==> config.mk <==
export PLATFORM = sky130hd
export DESIGN_NAME = rom_dl_router_flat
export DESIGN_NICKNAME = d
export VERILOG_FILES = /design/src/rtl/ckong_pkg.sv /design/src/rtl/rom_dl_router_if.sv /design/src/rtl/rom_region_dec.sv /design/src/rtl/rom_dl_router.sv /design/src/flat_wrapper.sv
export SDC_FILE = /design/constraint.sdc
export NUM_CORES = 1
export LEC_CHECK = 0
export CAP_MARGIN = 40
export CORE_UTILIZATION = 30
export DETAILED_ROUTE_END_ITERATION = 7
export PLACE_DENSITY_LB_ADDON = 0.12
export SLEW_MARGIN = 20
export SYNTH_ARGS = -nofsm -noshare
export SYNTH_HDL_FRONTEND = slang
export SYNTH_SLANG_ARGS = --single-unit
==> constraint.sdc <==
create_clock -name clk_sys -period 7.55 [get_ports clk_sys]
set_input_delay 1.51 -clock clk_sys [delete_from_list [all_inputs] [get_ports clk_sys]]
set_output_delay 1.51 -clock clk_sys [all_outputs]
set_load 0.02 [all_outputs]
==> src/rtl/ckong_pkg.sv <==
// ----------------------------------------------------------------------------
// ckong_pkg: shared types and default ROM map for the Crazy Kong download path
// Rev 1.0
// ----------------------------------------------------------------------------
`default_nettype none

package ckong_pkg;

  typedef enum logic [1:0] {
    ST_IDLE = 2'd0,
    ST_LOAD = 2'd1,
    ST_HOLD = 2'd2,
    ST_RUN  = 2'd3
  } dl_state_t;

  localparam int RGN_PRG = 0;
  localparam int RGN_GFX = 1;
  localparam int RGN_SND = 2;

  localparam int          DEF_ADDR_W   = 17;
  localparam logic [16:0] DEF_PRG_END  = 17'h06000;
  localparam logic [16:0] DEF_GFX_END  = 17'h0A000;
  localparam logic [16:0] DEF_SND_END  = 17'h0C000;
  localparam int          DEF_HOLD_CYC = 16;

endpackage

`default_nettype wire

==> src/rtl/rom_dl_router_if.sv <==
// ----------------------------------------------------------------------------
// rom_dl_router_if: HPS ioctl stream in, core download port and status out
// Rev 1.0
// ----------------------------------------------------------------------------
`default_nettype none

interface rom_dl_router_if #(
  parameter int ADDR_W = 17
);
  logic              ioctl_download;
  logic              ioctl_wr;
  logic [24:0]       ioctl_addr;
  logic [7:0]        ioctl_dout;
  logic [ADDR_W-1:0] dn_addr;
  logic [7:0]        dn_data;
  logic              dn_wr;
  logic [2:0]        rom_sel;
  logic              core_reset;
  logic              dl_ok;
  logic              dl_err;

  modport master (
    output ioctl_download, ioctl_wr, ioctl_addr, ioctl_dout,
    input  dn_addr, dn_data, dn_wr, rom_sel, core_reset, dl_ok, dl_err
  );

  modport slave (
    input  ioctl_download, ioctl_wr, ioctl_addr, ioctl_dout,
    output dn_addr, dn_data, dn_wr, rom_sel, core_reset, dl_ok, dl_err
  );
endinterface

`default_nettype wire

==> src/rtl/rom_region_dec.sv <==
// ----------------------------------------------------------------------------
// rom_region_dec: byte address to one-hot ROM region select plus range flag
// Rev 1.0
// ----------------------------------------------------------------------------
`default_nettype none

module rom_region_dec
  import ckong_pkg::*;
#(
  parameter int                ADDR_W  = DEF_ADDR_W,
  parameter logic [ADDR_W-1:0] PRG_END = ADDR_W'(DEF_PRG_END),
  parameter logic [ADDR_W-1:0] GFX_END = ADDR_W'(DEF_GFX_END),
  parameter logic [ADDR_W-1:0] SND_END = ADDR_W'(DEF_SND_END)
) (
  input  logic [24:0] i_addr,
  output logic [2:0]  rom_sel,
  output logic        in_range
);

  // Full 25-bit compare so stray high address bits can never alias into the image
  localparam logic [24:0] c_PRG_END = 25'(PRG_END);
  localparam logic [24:0] c_GFX_END = 25'(GFX_END);
  localparam logic [24:0] c_SND_END = 25'(SND_END);

  always_comb begin
    rom_sel  = '0;
    in_range = (i_addr < c_SND_END);
    if (i_addr < c_PRG_END) begin
      rom_sel[RGN_PRG] = 1'b1;
    end else if (i_addr < c_GFX_END) begin
      rom_sel[RGN_GFX] = 1'b1;
    end else if (i_addr < c_SND_END) begin
      rom_sel[RGN_SND] = 1'b1;
    end
  end

endmodule

`default_nettype wire

==> src/rtl/rom_dl_router.sv <==
// ----------------------------------------------------------------------------
// rom_dl_router: registers the ioctl stream, gates writes to the image, owns core reset
// Rev 1.0
// ----------------------------------------------------------------------------
`default_nettype none

module rom_dl_router
  import ckong_pkg::*;
#(
  parameter int                ADDR_W   = DEF_ADDR_W,
  parameter logic [ADDR_W-1:0] PRG_END  = ADDR_W'(DEF_PRG_END),
  parameter logic [ADDR_W-1:0] GFX_END  = ADDR_W'(DEF_GFX_END),
  parameter logic [ADDR_W-1:0] SND_END  = ADDR_W'(DEF_SND_END),
  parameter int                HOLD_CYC = DEF_HOLD_CYC
) (
  input  logic         clk_sys,
  input  logic         reset,
  rom_dl_router_if.slave bus
);

  localparam int                 c_CNT_W     = ADDR_W + 1;
  localparam int                 c_HOLD_W    = (HOLD_CYC > 1) ? $clog2(HOLD_CYC) : 1;
  localparam logic [c_CNT_W-1:0] c_IMG_LEN   = c_CNT_W'(SND_END);
  localparam logic [c_HOLD_W-1:0] c_HOLD_INIT = c_HOLD_W'(HOLD_CYC - 1);

  dl_state_t           r_state;
  dl_state_t           w_state_nxt;
  logic                r_dl_q;
  logic [c_CNT_W-1:0]  r_byte_cnt;
  logic [c_HOLD_W-1:0] r_hold_cnt;
  logic [ADDR_W-1:0]   r_dn_addr;
  logic [7:0]          r_dn_data;
  logic                r_dn_wr;
  logic [2:0]          r_rom_sel;
  logic                r_dl_ok;
  logic                r_dl_err;

  logic [2:0]          w_sel;
  logic                w_in_range;
  logic                w_dl_rise;
  logic                w_strobe;
  logic                w_fwd;
  logic                w_load_enter;
  logic                w_load_exit;
  logic [c_CNT_W-1:0]  w_cnt_nxt;
  logic                w_err_nxt;
  logic                w_core_reset;

  rom_region_dec #(
    .ADDR_W  (ADDR_W),
    .PRG_END (PRG_END),
    .GFX_END (GFX_END),
    .SND_END (SND_END)
  ) u_dec (
    .i_addr   (bus.ioctl_addr),
    .rom_sel  (w_sel),
    .in_range (w_in_range)
  );

  assign w_dl_rise    = bus.ioctl_download & ~r_dl_q;
  assign w_strobe     = bus.ioctl_wr & (r_state == ST_LOAD);
  assign w_fwd        = w_strobe & w_in_range;
  assign w_load_enter = (r_state != ST_LOAD) && (w_state_nxt == ST_LOAD);
  assign w_load_exit  = (r_state == ST_LOAD) && (w_state_nxt == ST_HOLD);
  // A strobe coinciding with the download drop must be counted before the length check
  assign w_cnt_nxt    = (w_fwd && (r_byte_cnt != '1)) ? r_byte_cnt + c_CNT_W'(1) : r_byte_cnt;
  assign w_err_nxt    = r_dl_err | (w_strobe & ~w_in_range);

  always_ff @(posedge clk_sys or posedge reset) begin
    if (reset) begin
      r_state <= ST_IDLE;
    end else begin
      r_state <= w_state_nxt;
    end
  end

  always_comb begin
    w_state_nxt = r_state;
    case (r_state)
      ST_IDLE: if (bus.ioctl_download) w_state_nxt = ST_LOAD;
      ST_LOAD: if (!bus.ioctl_download) w_state_nxt = ST_HOLD;
      ST_HOLD: begin
        if (w_dl_rise) begin
          w_state_nxt = ST_LOAD;
        end else if (r_hold_cnt == '0) begin
          w_state_nxt = ST_RUN;
        end
      end
      ST_RUN:  if (w_dl_rise) w_state_nxt = ST_LOAD;
      default: w_state_nxt = ST_IDLE;
    endcase
  end

  always_comb begin
    w_core_reset = (r_state != ST_RUN);
  end

  always_ff @(posedge clk_sys or posedge reset) begin
    if (reset) begin
      r_dl_q     <= 1'b0;
      r_byte_cnt <= '0;
      r_hold_cnt <= '0;
      r_dn_addr  <= '0;
      r_dn_data  <= '0;
      r_dn_wr    <= 1'b0;
      r_rom_sel  <= '0;
      r_dl_ok    <= 1'b0;
      r_dl_err   <= 1'b0;
    end else begin
      r_dl_q  <= bus.ioctl_download;
      r_dn_wr <= w_fwd;
      if (w_fwd) begin
        r_dn_addr <= bus.ioctl_addr[ADDR_W-1:0];
        r_dn_data <= bus.ioctl_dout;
        r_rom_sel <= w_sel;
      end
      if (w_load_enter) begin
        r_byte_cnt <= '0;
        r_dl_ok    <= 1'b0;
        r_dl_err   <= 1'b0;
      end else if (r_state == ST_LOAD) begin
        r_byte_cnt <= w_cnt_nxt;
        r_dl_err   <= w_err_nxt;
        if (w_load_exit) begin
          r_dl_ok    <= (w_cnt_nxt == c_IMG_LEN) && !w_err_nxt;
          r_dl_err   <= w_err_nxt | (w_cnt_nxt != c_IMG_LEN);
          r_hold_cnt <= c_HOLD_INIT;
        end
      end else if ((r_state == ST_HOLD) && (r_hold_cnt != '0)) begin
        r_hold_cnt <= r_hold_cnt - c_HOLD_W'(1);
      end
    end
  end

  assign bus.dn_addr    = r_dn_addr;
  assign bus.dn_data    = r_dn_data;
  assign bus.dn_wr      = r_dn_wr;
  assign bus.rom_sel    = r_rom_sel;
  assign bus.core_reset = w_core_reset;
  assign bus.dl_ok      = r_dl_ok;
  assign bus.dl_err     = r_dl_err;

endmodule

`default_nettype wire

==> src/flat_wrapper.sv <==
// flat-port wrapper written by rule: the top's interface ports become plain ports
module rom_dl_router_flat import ckong_pkg::*;
#(
  parameter int                ADDR_W   = DEF_ADDR_W,
  parameter logic [ADDR_W-1:0] PRG_END  = ADDR_W'(DEF_PRG_END),
  parameter logic [ADDR_W-1:0] GFX_END  = ADDR_W'(DEF_GFX_END),
  parameter logic [ADDR_W-1:0] SND_END  = ADDR_W'(DEF_SND_END),
  parameter int                HOLD_CYC = DEF_HOLD_CYC
)
  (clk_sys, reset, bus_ioctl_download, bus_ioctl_wr, bus_ioctl_addr, bus_ioctl_dout, bus_dn_addr, bus_dn_data, bus_dn_wr, bus_rom_sel, bus_core_reset, bus_dl_ok, bus_dl_err);
  rom_dl_router_if #(.ADDR_W(ADDR_W)) bus_i ();
  input  logic clk_sys;
  input  logic reset;
  input wire logic [$bits(bus_i.ioctl_download)-1:0] bus_ioctl_download;
  input wire logic [$bits(bus_i.ioctl_wr)-1:0] bus_ioctl_wr;
  input wire logic [$bits(bus_i.ioctl_addr)-1:0] bus_ioctl_addr;
  input wire logic [$bits(bus_i.ioctl_dout)-1:0] bus_ioctl_dout;
  output wire logic [$bits(bus_i.dn_addr)-1:0] bus_dn_addr;
  output wire logic [$bits(bus_i.dn_data)-1:0] bus_dn_data;
  output wire logic [$bits(bus_i.dn_wr)-1:0] bus_dn_wr;
  output wire logic [$bits(bus_i.rom_sel)-1:0] bus_rom_sel;
  output wire logic [$bits(bus_i.core_reset)-1:0] bus_core_reset;
  output wire logic [$bits(bus_i.dl_ok)-1:0] bus_dl_ok;
  output wire logic [$bits(bus_i.dl_err)-1:0] bus_dl_err;
  assign bus_i.ioctl_download = bus_ioctl_download;
  assign bus_i.ioctl_wr = bus_ioctl_wr;
  assign bus_i.ioctl_addr = bus_ioctl_addr;
  assign bus_i.ioctl_dout = bus_ioctl_dout;
  assign bus_dn_addr = bus_i.dn_addr;
  assign bus_dn_data = bus_i.dn_data;
  assign bus_dn_wr = bus_i.dn_wr;
  assign bus_rom_sel = bus_i.rom_sel;
  assign bus_core_reset = bus_i.core_reset;
  assign bus_dl_ok = bus_i.dl_ok;
  assign bus_dl_err = bus_i.dl_err;
  rom_dl_router #(.ADDR_W(ADDR_W), .PRG_END(PRG_END), .GFX_END(GFX_END), .SND_END(SND_END), .HOLD_CYC(HOLD_CYC)) u_core (.clk_sys(clk_sys), .reset(reset), .bus(bus_i));
endmodule
==> impl_metrics.yaml <==
critical_path:
  crit_path_frequent_cell: "nand3_1"
  path_cells: "clkdlybuf4s50_1, nor4_1, and4_1, nand3_1, nor2_1, nand3_1, a2111oi_0, a31oi_1"
  r2r_cells: 8
  crit_path_end_kind: "register"
  crit_buf_inv: 1
  crit_path_max_fanout: 6
  path_delay_family: "simple AND/OR/NAND/NOR gates"
  cp_num_cells: 8
  max_stage_delay_ps: 780
  arrival_ps: 4570
  crit_path_start_kind: "input pin"
  critPathKind: "input pin to register"
  cp_slowest_cell: "a2111oi_0"
  worstPathRequired_ps: 7720
cts:
  clk_latency_ps: 310
  root_buffer: "clkbuf_8"
  clk_pin_slew_ps: 100
  cts.sinks: 56
  cts_max_level: 2
  clk_path_buf_depth: 2
  ctsHoldBuffers: 0
  postCtsSetupBuffers: 0
  tritoncts: "built"
  cts_resized: 0
  numCtsBuffers: 5
synth:
  avgSynthCellArea_um2: 8.85
  synthTopCellsByArea: "dfrtp_1 48%, nand2_1 11%, a21oi_1 3.4%"
  synth_area_leader_cell: "dfrtp_1"
  synth_area_um2: 2920
  synth_top_area_share_pct: 48.0
  netlist_instances: 330
  syn_nets: 369
  synthArstFlopShare_pct: 100
  synth_edf_count: 0
  synth_warnings: 0
  synth.distinct_cells: 55
  seq_area_frac_synth_pct: 48.0
  yosys_register_bits: 56
  synth_flop_cell: "dfrtp_1"
global_route:
  grt_use_total_pct: 16.1
  grt_max_degree: 57
  grt-ovfl-total: 0
  antenna_found_initial: 0
  grt_pass1_wl_um: 12700
  grt_pass1_vias: 2477
pwr:
  total_power_mw: 0.609
  p_leak_nw: 1.67
  power_density_nw_per_um2: 160
  peakVddDrop_mv: 0.123
die:
  io_pins: 69
  fp.dieW_um: 101
  core_um2: 9330
  rows: 35
  start_util_pct: 31.3
  dieHeight_um: 101
  dieArea_um2: 10100
placement:
  postPlaceCellArea_um2: 3720
  hpwl_um: 5500
  io_buffer_count: 68
  gp_congestion: 0.827
outcome:
  status: "complete, no violations"
routing:
  drc: 0
  vias_per_cell: 4.81
  vias: 2507
  wl_um: 7560
  firstDrtPassIters: 4
  drt_iter0_markers: 84
  ant_nets: 0
  routedWlPerCell_um: 14.5
run:
  maxCapViolations: 0
sta:
  max_freq_ghz: 0.227
  setup_viol: 0
  hold_viol: 0
  relSlewSlack_pct: 43.0
  post-route-min-period_ps: 4400
  fin_tns_setup_ps: 0
  period_share_pct: 58.3
  grt_setup_unrepaired: "no"
  fin_worst_skew_ps: 11.5
  worst_slew_pin_slew_ps: 834
  drv_slew: 0
hold_path:
  min_path_type: "register to register"
  whs_path_depth: 2
cells_and_area:
  seqCellArea_um2: 1400
  nets: 431
  multi_input_area_um2: 1420
  n_fill_cell: 968
  layout_commonest_cell: "nand2_1"
  area_growth_pct: 30.4
  drive_above_1_share_pct: 6.63
  final_cell_area_um2: 3810
  final_cell_mix: "88 x nand2_1, 68 x clkdlybuf4s50_1, 56 x dfrtp_1, 20 x a21oi_1, 18 x o21ai_0"
  antenna_cells: 0
-- synth_stat cells, types with 2 or more instances --
master    count
and3_1        3
o21a_1        4
dfrtp_1      56
mux2i_1       4
mux2_2        3
nor3_1        9
inv_1         6
a31oi_1       7
a211oi_1      2
clkbuf_1     12
o211ai_1      3
a21o_1        3
nor2b_1       3
nand2b_1      4
and4_1        4
xor2_1        6
o21ai_0      18
xnor2_1       2
and2_1        3
nand3_1      14
nand4_1       6
nand2_1      88
or3_4         2
a21oi_1      20
ha_1          2
nor2_1       14
buf_2         4
-- area by class of cell --
cell class | count | area share, %
Tap cell | 129 | 4.24
Sequential cell | 56 | 36.8
Inverter | 6 | 0.592
Timing Repair Buffer | 73 | 18.9
Clock buffer | 6 | 1.91
Multi-Input combinational cell | 250 | 37.3
Clock inverter | 1 | 0.230
-- layer usage --
metal	vias to the layer above	wire length (um)	GRT usage, %
met5	-	0	0
met3	4	316	3.19
met1	1177	3740	22.8
met4	0	48	3.12
met2	55	3450	25.7
li1	1271	-	-
-- worst paths after layout --
| path | endpoint | slack [ps] | from |
|---|---|---|---|
| setup reg to reg | u_core.bus.dl_err | 4330 | u_core.r_byte_cnt[0] |
| hold / removal | u_core.bus.dn_addr[2] | 470 | u_core.bus.dn_addr[2] |
| max in group asynchronous | u_core.r_byte_cnt[10] | 5360 | reset |
| hold reg to reg | u_core.bus.dn_addr[2] | 470 | u_core.bus.dn_addr[2] |
| setup / recovery | u_core.bus.dl_err | 3150 | bus_ioctl_addr[20] |
| min in group asynchronous | u_core.bus.dn_data[3] | 1720 | reset |
-- power by group --
group / switching [mW] / internal (mW)
Sequential: 0.0149 / 0.313
Combinational: 0.0655 / 0.0520
Clock: 0.0974 / 0.0653
-- logic make-up (layout without fill, tap and decap cells) --
kind of cell | after synthesis | count (layout) | synth area share [%]
multiplexers | 7 | 7 | 2.53
adder cells (fa/ha/maj) | 2 | 2 | 0.857
AND/OR/NAND/NOR | 161 | 161 | 26.1
XOR/XNOR | 8 | 8 | 2.40
buffers and inverters | 24 | 86 | 3.30
flip-flops | 56 | 56 | 48.0
AO/OA/AOI/OAI | 72 | 72 | 16.8
-- metrics by stage --
stage | setup WS, ps | util [%] | hold slack [ps] | std cells
finish | 3150 | 40.8 | 472 | 521
global route | 2860 | 40.8 | 501 | 521
CTS | 3220 | 40.8 | 477 | 521
detailed placement | 2890 | 39.9 | 455 | 514
global placement | 2960 | 39.9 | 448 | 513
floorplan | 4080 | - | 482 | 330
-- registers in the layout (all words and copies together) (netlist names) --
register            count
u_core.r_byte_cnt      18
u_core.r_hold_cnt       4
u_core.bus.dn_data      8
u_core.r_dl_q           1
u_core.bus.dn_wr        1
u_core.bus.dl_err       1
u_core.bus.dl_ok        1
u_core.r_state          2
u_core.bus.rom_sel      3
u_core.bus.dn_addr     17
-- tightest hold or removal path, stage by stage, from the launching register on --
cell	delay (ps)
dfrtp_1	350
nand2_1	50
nand2_1	50
No activity file was read; power rests on OpenSTA's default activity.
